**src/rtl/block_draw_ctrl_if.sv**
```systemverilog
// Command and pixel bus between the game FSM (master) and block_draw_ctrl (slave).
// Carries rectangle/clear requests in and the single-pixel write stream out.
// Optional feature macro: DRAW_OUTLINE_EN adds req_outline.
interface block_draw_ctrl_if;
  logic       req_valid;
  logic       req_ready;
  logic [7:0] req_x;
  logic [6:0] req_y;
  logic [7:0] req_w;
  logic [6:0] req_h;
  logic [2:0] req_colour;
  logic       clear_req;
`ifdef DRAW_OUTLINE_EN
  logic       req_outline;
`endif
  logic       busy;
  logic       done;
  logic [7:0] xout;
  logic [6:0] yout;
  logic [2:0] colourout;
  logic       plot;

`ifdef DRAW_OUTLINE_EN
  modport master (
    output req_valid, req_x, req_y, req_w, req_h, req_colour, clear_req, req_outline,
    input  req_ready, busy, done, xout, yout, colourout, plot
  );
  modport slave (
    input  req_valid, req_x, req_y, req_w, req_h, req_colour, clear_req, req_outline,
    output req_ready, busy, done, xout, yout, colourout, plot
  );
`else
  modport master (
    output req_valid, req_x, req_y, req_w, req_h, req_colour, clear_req,
    input  req_ready, busy, done, xout, yout, colourout, plot
  );
  modport slave (
    input  req_valid, req_x, req_y, req_w, req_h, req_colour, clear_req,
    output req_ready, busy, done, xout, yout, colourout, plot
  );
`endif
endinterface

```
**src/rtl/block_draw_ctrl.sv**
```systemverilog
// Purpose: turns one rectangle/clear command into a raster stream of single-pixel writes.
// Latency: first pixel one cycle after accept, one pixel per cycle, done one cycle after last pixel.
// Backpressure: req_ready high only in IDLE; commands wait until the previous one finishes.
// Optional feature macro: DRAW_OUTLINE_EN (plot only the perimeter of outline rectangles).
module block_draw_ctrl #(
  parameter int         SCREEN_W     = 160,
  parameter int         SCREEN_H     = 120,
  parameter logic [2:0] CLEAR_COLOUR = 3'b000
) (
  input logic              clk,
  input logic              reset_n,
  block_draw_ctrl_if.slave bus
);
  typedef enum logic [1:0] {IDLE, DRAW, DONE} state_t;

  localparam logic [8:0] SW9 = 9'(SCREEN_W);
  localparam logic [8:0] SH9 = 9'(SCREEN_H);

  state_t     state, state_nx;
  logic [7:0] x0, x0_nx;
  logic [7:0] x_last, x_last_nx;
  logic [6:0] y_last, y_last_nx;
  logic [7:0] xout_nx;
  logic [6:0] yout_nx;
  logic [2:0] colour_nx;
  logic       plot_nx;
`ifdef DRAW_OUTLINE_EN
  logic [6:0] y0, y0_nx;
  logic       outline, outline_nx;
`endif

  logic [8:0] req_x9, req_y9, rem_w, rem_h, w_eff, h_eff;
  logic [7:0] clip_x_last;
  logic [6:0] clip_y_last;
  logic       empty;

  // Clip the incoming rectangle to the screen; 9 bits so edge sums never wrap.
  always_comb begin
    req_x9      = {1'b0, bus.req_x};
    req_y9      = {2'b00, bus.req_y};
    rem_w       = SW9 - req_x9;
    rem_h       = SH9 - req_y9;
    w_eff       = ({1'b0, bus.req_w} < rem_w) ? {1'b0, bus.req_w} : rem_w;
    h_eff       = ({2'b00, bus.req_h} < rem_h) ? {2'b00, bus.req_h} : rem_h;
    empty       = (req_x9 >= SW9) || (req_y9 >= SH9) || (bus.req_w == 8'd0) || (bus.req_h == 7'd0);
    clip_x_last = 8'(req_x9 + w_eff - 9'd1);
    clip_y_last = 7'(req_y9 + h_eff - 9'd1);
  end

  // Next-state and next-output decode; every output is registered from these.
  always_comb begin
    state_nx  = state;
    x0_nx     = x0;
    x_last_nx = x_last;
    y_last_nx = y_last;
    xout_nx   = bus.xout;
    yout_nx   = bus.yout;
    colour_nx = bus.colourout;
    plot_nx   = 1'b0;
`ifdef DRAW_OUTLINE_EN
    y0_nx      = y0;
    outline_nx = outline;
`endif
    case (state)
      IDLE: begin
        if (bus.clear_req) begin
          x0_nx     = 8'd0;
          x_last_nx = 8'(SCREEN_W - 1);
          y_last_nx = 7'(SCREEN_H - 1);
          xout_nx   = 8'd0;
          yout_nx   = 7'd0;
          colour_nx = CLEAR_COLOUR;
          plot_nx   = 1'b1;
          state_nx  = DRAW;
`ifdef DRAW_OUTLINE_EN
          y0_nx      = 7'd0;
          outline_nx = 1'b0;
`endif
        end else if (bus.req_valid) begin
          if (empty) begin
            state_nx = DONE;
          end else begin
            x0_nx     = bus.req_x;
            x_last_nx = clip_x_last;
            y_last_nx = clip_y_last;
            xout_nx   = bus.req_x;
            yout_nx   = bus.req_y;
            colour_nx = bus.req_colour;
            plot_nx   = 1'b1;  // top-left corner is always on the perimeter
            state_nx  = DRAW;
`ifdef DRAW_OUTLINE_EN
            y0_nx      = bus.req_y;
            outline_nx = bus.req_outline;
`endif
          end
        end
      end
      DRAW: begin
        if (bus.xout == x_last) begin
          if (bus.yout == y_last) begin
            state_nx = DONE;
          end else begin
            xout_nx = x0;
            yout_nx = bus.yout + 7'd1;
            plot_nx = 1'b1;
          end
        end else begin
          xout_nx = bus.xout + 8'd1;
          plot_nx = 1'b1;
        end
`ifdef DRAW_OUTLINE_EN
        // Interior pixels are still walked so timing matches a filled draw.
        if (plot_nx && outline)
          plot_nx = (xout_nx == x0) || (xout_nx == x_last) ||
                    (yout_nx == y0) || (yout_nx == y_last);
`endif
      end
      DONE:    state_nx = IDLE;
      default: state_nx = IDLE;
    endcase
  end

  // State, latched command and registered adapter outputs.
  always_ff @(posedge clk or negedge reset_n) begin
    if (!reset_n) begin
      state         <= IDLE;
      x0            <= 8'd0;
      x_last        <= 8'd0;
      y_last        <= 7'd0;
      bus.xout      <= 8'd0;
      bus.yout      <= 7'd0;
      bus.colourout <= 3'd0;
      bus.plot      <= 1'b0;
      bus.busy      <= 1'b0;
      bus.done      <= 1'b0;
`ifdef DRAW_OUTLINE_EN
      y0            <= 7'd0;
      outline       <= 1'b0;
`endif
    end else begin
      state         <= state_nx;
      x0            <= x0_nx;
      x_last        <= x_last_nx;
      y_last        <= y_last_nx;
      bus.xout      <= xout_nx;
      bus.yout      <= yout_nx;
      bus.colourout <= colour_nx;
      bus.plot      <= plot_nx;
      bus.busy      <= (state_nx != IDLE);
      bus.done      <= (state_nx == DONE);
`ifdef DRAW_OUTLINE_EN
      y0            <= y0_nx;
      outline       <= outline_nx;
`endif
    end
  end

  assign bus.req_ready = (state == IDLE);

endmodule

```
**src/flat_wrapper.sv**
```systemverilog
// flat-port wrapper written by rule: the top's interface ports become plain ports
module block_draw_ctrl_flat 
#(
  parameter int         SCREEN_W     = 160,
  parameter int         SCREEN_H     = 120,
  parameter logic [2:0] CLEAR_COLOUR = 3'b000
)
  (clk, reset_n, bus_req_valid, bus_req_x, bus_req_y, bus_req_w, bus_req_h, bus_req_colour, bus_clear_req, bus_req_ready, bus_busy, bus_done, bus_xout, bus_yout, bus_colourout, bus_plot);
  block_draw_ctrl_if bus_i ();
  input logic clk;
  input logic reset_n;
  input wire logic [$bits(bus_i.req_valid)-1:0] bus_req_valid;
  input wire logic [$bits(bus_i.req_x)-1:0] bus_req_x;
  input wire logic [$bits(bus_i.req_y)-1:0] bus_req_y;
  input wire logic [$bits(bus_i.req_w)-1:0] bus_req_w;
  input wire logic [$bits(bus_i.req_h)-1:0] bus_req_h;
  input wire logic [$bits(bus_i.req_colour)-1:0] bus_req_colour;
  input wire logic [$bits(bus_i.clear_req)-1:0] bus_clear_req;
  output wire logic [$bits(bus_i.req_ready)-1:0] bus_req_ready;
  output wire logic [$bits(bus_i.busy)-1:0] bus_busy;
  output wire logic [$bits(bus_i.done)-1:0] bus_done;
  output wire logic [$bits(bus_i.xout)-1:0] bus_xout;
  output wire logic [$bits(bus_i.yout)-1:0] bus_yout;
  output wire logic [$bits(bus_i.colourout)-1:0] bus_colourout;
  output wire logic [$bits(bus_i.plot)-1:0] bus_plot;
  assign bus_i.req_valid = bus_req_valid;
  assign bus_i.req_x = bus_req_x;
  assign bus_i.req_y = bus_req_y;
  assign bus_i.req_w = bus_req_w;
  assign bus_i.req_h = bus_req_h;
  assign bus_i.req_colour = bus_req_colour;
  assign bus_i.clear_req = bus_clear_req;
  assign bus_req_ready = bus_i.req_ready;
  assign bus_busy = bus_i.busy;
  assign bus_done = bus_i.done;
  assign bus_xout = bus_i.xout;
  assign bus_yout = bus_i.yout;
  assign bus_colourout = bus_i.colourout;
  assign bus_plot = bus_i.plot;
  block_draw_ctrl #(.SCREEN_W(SCREEN_W), .SCREEN_H(SCREEN_H), .CLEAR_COLOUR(CLEAR_COLOUR)) u_core (.clk(clk), .reset_n(reset_n), .bus(bus_i));
endmodule
```
**config.mk**
```make
export PLATFORM = sky130hd
export DESIGN_NAME = block_draw_ctrl_flat
export DESIGN_NICKNAME = d
export VERILOG_FILES = /design/src/rtl/block_draw_ctrl_if.sv /design/src/rtl/block_draw_ctrl.sv /design/src/flat_wrapper.sv
export SDC_FILE = /design/constraint.sdc
export NUM_CORES = 1
export LEC_CHECK = 0
export ABC_AREA = 1
export CAP_MARGIN = 20
export CORE_MARGIN = 5
export CORE_UTILIZATION = 32
export DETAILED_ROUTE_END_ITERATION = 10
export SYNTH_ARGS = -nofsm -noshare
export SYNTH_HDL_FRONTEND = slang
export SYNTH_SLANG_ARGS = --single-unit
```
**constraint.sdc**
```tcl
create_clock -name clk -period 3.3 [get_ports clk]
set_input_delay 0.99 -clock clk [delete_from_list [all_inputs] [get_ports clk]]
set_output_delay 0.99 -clock clk [all_outputs]
set_load 0.05 [all_outputs]
```
==> results.toml <==
[outcome]
run_status = "complete, but fails checks"
violations = "negative setup slack"

[cts]
cts_buffers = 5
cts_tree = "done"
clk_latency_ns = 0.29
clock_path_buffers = 2
clkSinkCount = 46
hold_buffers = 0
clock-root-buffer = "clkbuf_16"
clk_pin_slew_ns = 0.06
ctsHtreeMaxLevel = 2

[cells_and_area]
drive_gt1_share_pct = 31.74
antenna_cells = 0
synthToLayoutAreaGrowth_pct = 51.11
final_util_pct = 49.69
fin_cells = 906
final_net_count = 813

[pwr]
power.density_nw_per_um2 = 652.6
p_leak_uw = 0.003090
irDropWorstVdd_mv = 0.2401

[synth]
synthesis.area_sq_um = 4166
synthArstFlopShare_pct = 100.0
synth_edf_count = 0
synth_most_common_cell = "nand2_1"
netlist_instances = 588
synthFlopType = "dfrtp_1"
ys_ff_latch = 46
post_synth_num_cell_types = 43
syn_nets = 668
yosys-top-cells-count = "176 x nand2_1, 90 x inv_1, 46 x dfrtp_1"
syn_area_per_cell_sq_um = 7.086
yosys_warnings = 0
synth.top_cell.area_share_pct = 27.63
ys_seq_area_share_pct = 27.63
synth.area.top_cells = "dfrtp_1 28%, nand2_1 16%, ha_1 12%, inv_1 8.1%, xor2_1 4.6%"
yosys.area.top_type = "dfrtp_1"

[route]
drt_pass1_iterations = 6
highest_layer = "met4"
final_antenna_net_count = 0
vias = 4175
dr_wl_met2_um = 5609
routedLengthMet1_um = 5735
vias_per_cell = 4.608
wl_um = 11900
drc = 0
drtIter0Drc = 170
wire_per_inst_um = 13.14
wl_met3_um = 357

[critical_path]
critPathCaptureType = "flop"
r2r_start = "u_core.bus.xout[6]"
cp.arrival_ns = 4.16
worst-setup-path-type = "primary input to flop"
rr_worst_depth = 11
cp.required_ns = 3.48
crit_slowest_cell = "fa_2"
critPathMaxStageDelay_ns = 0.40
r2r_setup_slack_ns = 1.27
worstPathMaxFanout = 7
r2r-end = "u_core.bus.yout[4]"
cp-start-kind = "primary input"

[sta]
drv_slew = 0
period_needed_ns = 3.980
rsz0062_at_grt = "true"
setup_violations = 12
worst_slew_pin_slew_ns = 0.5538
finalCritPeriodShare_pct = 120.6
fin_skew_ns = 0.005149
relSlewSlack_pct = 63.04
fmax_mhz = 251.3
fin_ws_ns = -0.6796
finalHoldViolations = 0

[worst_hold_path]
min_to = "u_core.x0[7]"
hold_start = "u_core.x0[7]"
hp-class = "flop to flop"
hold_depth = 2

[global_route]
track_usage_pct = 16.08
antenna_found_initial = 0
grt_overflow = 0
grt_max_degree = 47
grt_pass1_vias = 4239
grt_pass1_wl_um = 20060

[die]
dieArea_sq_um = 15400
rows = 41
core_sq_um = 12670
start_util_pct = 32.88
die_h_um = 124.1
ios = 59
die-width_um = 124.1

[place]
dp_hpwl_um = 9335
gp_congestion = 0.8511
dpl.cell_count = 886
io_buffers = 58

[run]
cap_violations = 0
-- cell families after synthesis --
family,count (synthesis),share of synthesized area (%)
xor+xnor,32,6.727
compound gates,70,10.15
buf+inv,107,10.57
simple gates,290,31.65
flops,46,27.63
fa+ha+maj,43,13.27
-- critical path, delay by kind of cell --
family | cells | cell delay (ns)
AND/OR/NAND/NOR | 11 | 0.97
XOR/XNOR | 1 | 0.17
adder cells (fa/ha/maj) | 4 | 1.08
AO/OA/AOI/OAI | 4 | 0.57
buffers and inverters | 5 | 0.34
-- metrics by stage --
stage               power (uW)  instance area, sq um  hold WS (ns)  setup TNS [ns]  worst slack (ns)
floorplan                 2690                  4387        0.4419          -4.790           -0.5839
global placement          3373                  5709        0.4541          -16.54            -1.414
detailed placement        3421                  5709        0.4581          -17.63            -1.506
CTS                       4040                  6095        0.4729          -6.852           -0.7261
global route              4476                  6296        0.5017          -8.331           -0.8988
finish                    4109                  6296        0.4713          -5.890           -0.6796
-- per-layer routing --
layer  GRT usage, %  up-vias
li1               -     2170
met1          22.73     1905
met2          26.42       84
met3          1.317       16
met4          4.381        0
met5              0        -
-- state kept, by name, indices dropped and copies added, names as in the netlist --
| signal | cells |
|---|---|
| u_core.state | 2 |
| u_core.bus.xout | 8 |
| u_core.x_last | 8 |
| u_core.bus.done | 1 |
| u_core.bus.busy | 1 |
| u_core.bus.yout | 7 |
| u_core.bus.colourout | 3 |
| u_core.bus.plot | 1 |
| u_core.y_last | 7 |
| u_core.x0 | 8 |
-- worst max-delay path by stage --
stage                       from          endpoint  slack, ns
finish              bus_req_x[1]  u_core.x_last[7]      -0.68
global route        bus_req_x[0]  u_core.x_last[7]      -0.90
CTS                 bus_req_x[0]  u_core.x_last[7]      -0.73
detailed placement  bus_req_x[1]  u_core.x_last[4]      -1.51
global placement    bus_req_x[1]  u_core.x_last[4]      -1.41
floorplan           bus_req_x[1]  u_core.x_last[7]      -0.58
-- cell usage in the layout (no fill, tap or decap), types with 10 or more instances in the layout --
cell	count
nand2_1	159
buf_4	81
inv_1	68
dfrtp_1	46
clkdlybuf4s50_1	43
nor2_1	32
nand3_1	32
ha_1	26
inv_2	21
xor2_1	18
o21ai_2	18
nand2_2	17
nand4_1	16
ha_4	13
o21ai_1	11
o21ai_0	10
-- layout make-up --
type | instances | area, sq um
clock buffer | 7 | 142.6
clock inverter | 1 | 5.005
fill | 1214 | 6375
inverter | 95 | 409.1
multi-input combinational | 435 | 3013
sequential | 46 | 1151
tap | 172 | 215.2
timing repair buffer | 149 | 1351
timing repair inverter | 1 | 8.758
-- timing repair --
item | CTS | global route
pin swaps | 56 | 69
setup buffers | 11 | 7
gates cloned | 1 | 0
endpoints found under the setup margin | 15 | 15
resized for setup | 70 | 67
-- power by group --
part	switching, uW	leakage (uW)	internal, uW
clock	208	0.0000739	301
combinational	1490	0.00246	1080
sequential	234	0.000561	801
total	1930	0.00309	2180
Power figures use the tool's default switching activity.
